===== config.mk =====
export PLATFORM = sky130hd
export DESIGN_NAME = onehot_scan_decoder
export DESIGN_NICKNAME = d
export VERILOG_FILES = /design/src/rtl/onehot_scan_decoder.sv
export SDC_FILE = /design/constraint.sdc
export NUM_CORES = 1
export LEC_CHECK = 0
export BUFFER_PORTS_ARGS = -buffer_cell sky130_fd_sc_hd__buf_2
export CAP_MARGIN = 20
export CORE_AREA = 2 2 39 41
export DETAILED_ROUTE_END_ITERATION = 10
export DIE_AREA = 0 0 41 43
export HOLD_SLACK_MARGIN = 0.12
export SETUP_SLACK_MARGIN = 0.1
export SYNTH_ARGS = -nofsm -noshare
export SYNTH_HDL_FRONTEND = slang
export SYNTH_SLANG_ARGS = --single-unit

===== constraint.sdc =====
create_clock -name clk -period 1.18 [get_ports clk]
set_clock_uncertainty 0.05 [all_clocks]
set_input_delay 0.059 -clock clk [delete_from_list [all_inputs] [get_ports clk]]
set_output_delay 0.059 -clock clk [all_outputs]
set_load 0.005 [all_outputs]

===== src/rtl/onehot_scan_decoder.sv =====
// rtl/onehot_scan_decoder.sv - registered one-hot line decoder with request port and optional auto-scan
//
// Purpose: registers a selected line index and drives it as a one-hot select
// that holds steady between requests. With ONEHOT_SCAN_DECODER_SCAN_EN defined,
// an auto-scan walks a single asserted line from bit 0 to the top bit, holding
// each line for (dwell + 1) cycles.
//
// Ports:
//   clk        - rising-edge clock
//   rst_n      - asynchronous active-low reset
//   enabler    - output enable, gates out combinationally, state is unaffected
//   clear      - synchronous return to IDLE, cur_sel retained
//   req_valid  - decode request
//   req_sel    - requested line index
//   req_ready  - request can be accepted this cycle
//   scan_start - start an auto-scan (ONEHOT_SCAN_DECODER_SCAN_EN only)
//   dwell      - per-line hold time minus one (ONEHOT_SCAN_DECODER_SCAN_EN only)
//   scan_done  - one-cycle pulse in the final scan cycle (ONEHOT_SCAN_DECODER_SCAN_EN only)
//   out        - one-hot line select
//   out_valid  - a line is selected (DRIVE or SCAN)
//   cur_sel    - index of the selected line

module onehot_scan_decoder #(
  parameter int SEL_W   = 4,
  parameter int DWELL_W = 8
) (
  input  logic                    clk,
  input  logic                    rst_n,
  input  logic                    enabler,
  input  logic                    clear,
  input  logic                    req_valid,
  input  logic [SEL_W-1:0]        req_sel,
  output logic                    req_ready,
`ifdef ONEHOT_SCAN_DECODER_SCAN_EN
  input  logic                    scan_start,
  input  logic [DWELL_W-1:0]      dwell,
  output logic                    scan_done,
`endif
  output logic [(1<<SEL_W)-1:0]   out,
  output logic                    out_valid,
  output logic [SEL_W-1:0]        cur_sel
);

  localparam logic [SEL_W-1:0] SEL_MAX = '1;

  // Elaboration stops on parameters outside the supported range.
  if (SEL_W < 1 || SEL_W > 8 || DWELL_W < 1) begin : g_param_check
    $error("onehot_scan_decoder: SEL_W must be 1..8 and DWELL_W at least 1");
  end

`ifdef ONEHOT_SCAN_DECODER_SCAN_EN

  typedef enum logic [1:0] {
    S_IDLE  = 2'd0,
    S_DRIVE = 2'd1,
    S_SCAN  = 2'd2
  } state_t;

  state_t             state_q, state_d;
  logic [SEL_W-1:0]   cur_sel_q, cur_sel_d;
  logic [DWELL_W-1:0] cnt_q, cnt_d;
  logic               out_valid_q, out_valid_d;
  logic               req_ready_q, req_ready_d;
  logic               scan_done_q, scan_done_d;

  // Priority: clear > scan_start > req_valid. In SCAN the request port is
  // closed (req_ready low) and scan_start is ignored.
  always_comb begin
    state_d   = state_q;
    cur_sel_d = cur_sel_q;
    cnt_d     = cnt_q;
    if (clear) begin
      state_d = S_IDLE;
    end else begin
      case (state_q)
        S_IDLE, S_DRIVE: begin
          if (scan_start) begin
            state_d   = S_SCAN;
            cur_sel_d = '0;
            cnt_d     = dwell;
          end else if (req_valid) begin
            state_d   = S_DRIVE;
            cur_sel_d = req_sel;
          end
        end
        S_SCAN: begin
          if (cnt_q != '0) begin
            cnt_d = cnt_q - 1'b1;
          end else if (cur_sel_q != SEL_MAX) begin
            // Reload from the live dwell input so the hold time can be
            // retuned while a scan is in progress.
            cur_sel_d = cur_sel_q + 1'b1;
            cnt_d     = dwell;
          end else begin
            state_d = S_IDLE;
          end
        end
        default: state_d = S_IDLE;
      endcase
    end

    // Outputs are registered: compute their values for the next state.
    out_valid_d = (state_d != S_IDLE);
    req_ready_d = (state_d != S_SCAN);
    // The final scan cycle is the one where the next edge leaves SCAN.
    scan_done_d = (state_d == S_SCAN) && (cnt_d == '0) && (cur_sel_d == SEL_MAX);
  end

  always_ff @(posedge clk or negedge rst_n) begin
    if (!rst_n) begin
      state_q     <= S_IDLE;
      cur_sel_q   <= '0;
      cnt_q       <= '0;
      out_valid_q <= 1'b0;
      req_ready_q <= 1'b1;
      scan_done_q <= 1'b0;
    end else begin
      state_q     <= state_d;
      cur_sel_q   <= cur_sel_d;
      cnt_q       <= cnt_d;
      out_valid_q <= out_valid_d;
      req_ready_q <= req_ready_d;
      scan_done_q <= scan_done_d;
    end
  end

  assign req_ready = req_ready_q;
  assign scan_done = scan_done_q;

`else

  typedef enum logic {
    S_IDLE  = 1'b0,
    S_DRIVE = 1'b1
  } state_t;

  state_t           state_q, state_d;
  logic [SEL_W-1:0] cur_sel_q, cur_sel_d;
  logic             out_valid_q, out_valid_d;

  always_comb begin
    state_d   = state_q;
    cur_sel_d = cur_sel_q;
    if (clear) begin
      state_d = S_IDLE;
    end else if (req_valid) begin
      state_d   = S_DRIVE;
      cur_sel_d = req_sel;
    end
    out_valid_d = (state_d != S_IDLE);
  end

  always_ff @(posedge clk or negedge rst_n) begin
    if (!rst_n) begin
      state_q     <= S_IDLE;
      cur_sel_q   <= '0;
      out_valid_q <= 1'b0;
    end else begin
      state_q     <= state_d;
      cur_sel_q   <= cur_sel_d;
      out_valid_q <= out_valid_d;
    end
  end

  // Without scanning there is no state that refuses a request.
  assign req_ready = 1'b1;

`endif

  assign out_valid = out_valid_q;
  assign cur_sel   = cur_sel_q;

  // enabler gates the select with no register in the path.
  always_comb begin
    out = '0;
    if (out_valid_q && enabler) begin
      out[cur_sel_q] = 1'b1;
    end
  end

endmodule


==> flow_summary.ini <==
[outcome]
status = finished, violations left
failed_checks = setup timing

[routing]
viasPerCell = 4.248
ant_nets = 0
vias = 446
route.detailed.drc = 0
routed_wl_mm = 1.114
wl_per_cell_um = 10.61
drtIter0Drc = 2
first_pass_iters = 2

[synth]
syn_avg_cell_area_um2 = 9.367
ys_seq_area_share_pct = 36.10
netlist_area_um2 = 346.6
synthesis.nets = 46
synthCells = 37
synth_compound_gate_area_share_pct = 0
synth_fa_ha_area_share_pct = 0
synth-simple-area-share_pct = 43.32
synth_mux_area_share_pct = 17.33
synth_area_leaders = dfrtp_1 (36%), mux2_4 (17%), nor2_1 (15%), nand2b_2 (5.1%), nand4b_1 (5.1%)
yosys.area.top_type = dfrtp_1
yosysWarnings = 0
synthDominantCellAreaShare_pct = 36.10
synth.distinct_cells = 13
synth_xor_area_share_pct = 0
synth_top_family_by_area = simple AND/OR/NAND/NOR gates
yosys_register_bits = 5

[min_path]
min_from = clear
min_path_cells = 3
hp-class = primary input to flip-flop
whs_endpoint = cur_sel[3]

[critical_path]
criticalPathCategory = flip-flop to primary output
cp.arrival_ns = 1.23
worstPathMaxFanout = 5
r2r-start = cur_sel[1]
r2r.worst_path.cells = 2
crit_required_ns = 1.07
r2r_slack_ns = 0.18
reg2reg_to = cur_sel[1]
slowest_delay_ns = 0.40
worst_path_max_delay_cell = dfrtp_1
critical-path-top-delay-family = flip-flops
cp_cell_sequence = nand4b_1, buf_4, nor2_1, buf_2
startpoint_type = flip-flop
end_kind = primary output
cp_num_buf_inv = 2

[global_routing]
grt_overflow = 0
first_global_vias = 431
grt_pass1_wl_mm = 1.642
grt_max_degree = 8
antenna_found_initial = 0
track_usage_pct = 14.39

[cts]
clock_path_buffers = 2
h-tree-depth = 1
clock_latency_ns = 0.24
root_buffer = clkbuf_4
tritoncts = done
numCtsBuffers = 3
clk_pin_slew_ns = 0.04
cts_sinks = 5

[sta]
finalCritPeriodShare_pct = 113.6
slew_viol_final = 0
setup-violations-final = 16
fin_ws_ns = -0.1610
setup-tns-final_ns = -1.604
max_freq_mhz = 745.7
layout_min_cycle_time_ns = 1.341
grt_setup_unrepaired = yes
finalHoldViolCount = 0

[power]
powerDensity_nw_per_um2 = 925.8
leakagePower_nw = 0.3844
peakVddDrop_uv = 444.0

[floorplan]
die_area_um2 = 1763
die_x_um = 41
pin_count = 31
start_util_pct = 25.05
num_rows = 14
die_h_um = 43
coreArea_um2 = 1384

[placement]
place_ws_ns = 0.03236
portBuffers = 29
hpwl_um = 745.2
dp_cells = 82
place.gp.congestion = 0.6407

[finish]
fin_nets = 99
final_cells = 105
syn2layout_area_growth_pct = 113.7
antenna-diode-count = 0
final_cell_mix = buf_2 (29), nor2_1 (11), buf_4 (10)
drive_gt1_share_pct = 68.54
layout_commonest_cell = buf_2
final_util_pct = 53.53

[run]
cap_viol_max_count = 0
-- worst max-delay path by stage --
| stage | from | to | slack [ns] | cells after the start |
|---|---|---|---|---|
| global route | cur_sel[3] | out[7] | -0.23 | 4 |
| finish | cur_sel[3] | out[6] | -0.16 | 4 |
| floorplan | cur_sel[2] | out[8] | 0.24 | 2 |
| CTS | cur_sel[2] | out[10] | -0.18 | 4 |
| detailed placement | cur_sel[3] | out[4] | 0.03 | 3 |
| global placement | cur_sel[2] | out[0] | 0.04 | 3 |
-- tightest hold or removal path: stages --
cell and delay, ns:
buf_2 0.11, nor2b_4 0.06, mux2_4 0.18
-- Yosys cell counts, drive strengths merged --
| cell | number |
|---|---|
| nand2 | 1 |
| nor2 | 14 |
| nand4 | 1 |
| conb | 1 |
| dfrtp | 5 |
| nand4b | 2 |
| nand2b | 2 |
| mux2 | 4 |
| nor2b | 1 |
| nand4bb | 1 |
| nor3 | 4 |
| buf | 1 |
-- routing by layer --
metal / GRT usage (%) / vias up / share of wire, % / routed length, µm
li1: - / 227 / - / -
met1: 12.58 / 193 / 35 / 388
met2: 27.50 / 26 / 56 / 626
met3: 2.094 / 0 / 8.9 / 99
met4: 8.000 / 0 / 0 / 0
met5: 0 / - / 0 / 0
-- stage by stage --
stage | power, mW | instance area, µm² | hold slack, ns
global route | 0.7313 | 740.7 | 0.1616
global placement | 0.3873 | 511.7 | -0.1765
finish | 0.6858 | 740.7 | 0.1605
CTS | 0.6695 | 696.9 | 0.1505
detailed placement | 0.3909 | 511.7 | -0.1725
floorplan | 0.3196 | 346.6 | -0.2866
-- where the power goes --
group	switching, mW	leakage, nW	internal, mW
combinational	0.0960	0.313	0.165
clock	0.0685	0.0150	0.128
sequential	0.0313	0.0562	0.197
total	0.196	0.384	0.490
-- sequential cells by signal (all words and copies together), names as in the netlist --
register   cells
cur_sel        4
out_valid      1
-- layout make-up --
type / instances / area (µm²)
fill: 135 / 643.1
sequential: 5 / 128.9
clock buffer: 4 / 26.28
multi-input combinational: 31 / 242.7
timing repair buffer: 49 / 322.8
tap: 16 / 20.02
-- timing repair --
| item | 4_1_cts | 5_1_grt |
|---|---|---|
| gates resized for setup | 3 | 7 |
| endpoints found under the setup margin | 16 | 17 |
| hold buffers | 8 | 0 |
| setup buffers | 8 | 3 |
| endpoints found under the hold margin | 10 | 0 |
| pin swaps | 8 | 6 |
-- kinds of logic (layout without fill, tap and decap cells) --
family                 after synthesis  in the layout
buffers and inverters                1             53
flip-flops                           5              5
multiplexers                         4              4
other                                1              1
AND/OR/NAND/NOR                     26             26
(Power assumes the default switching activity.)
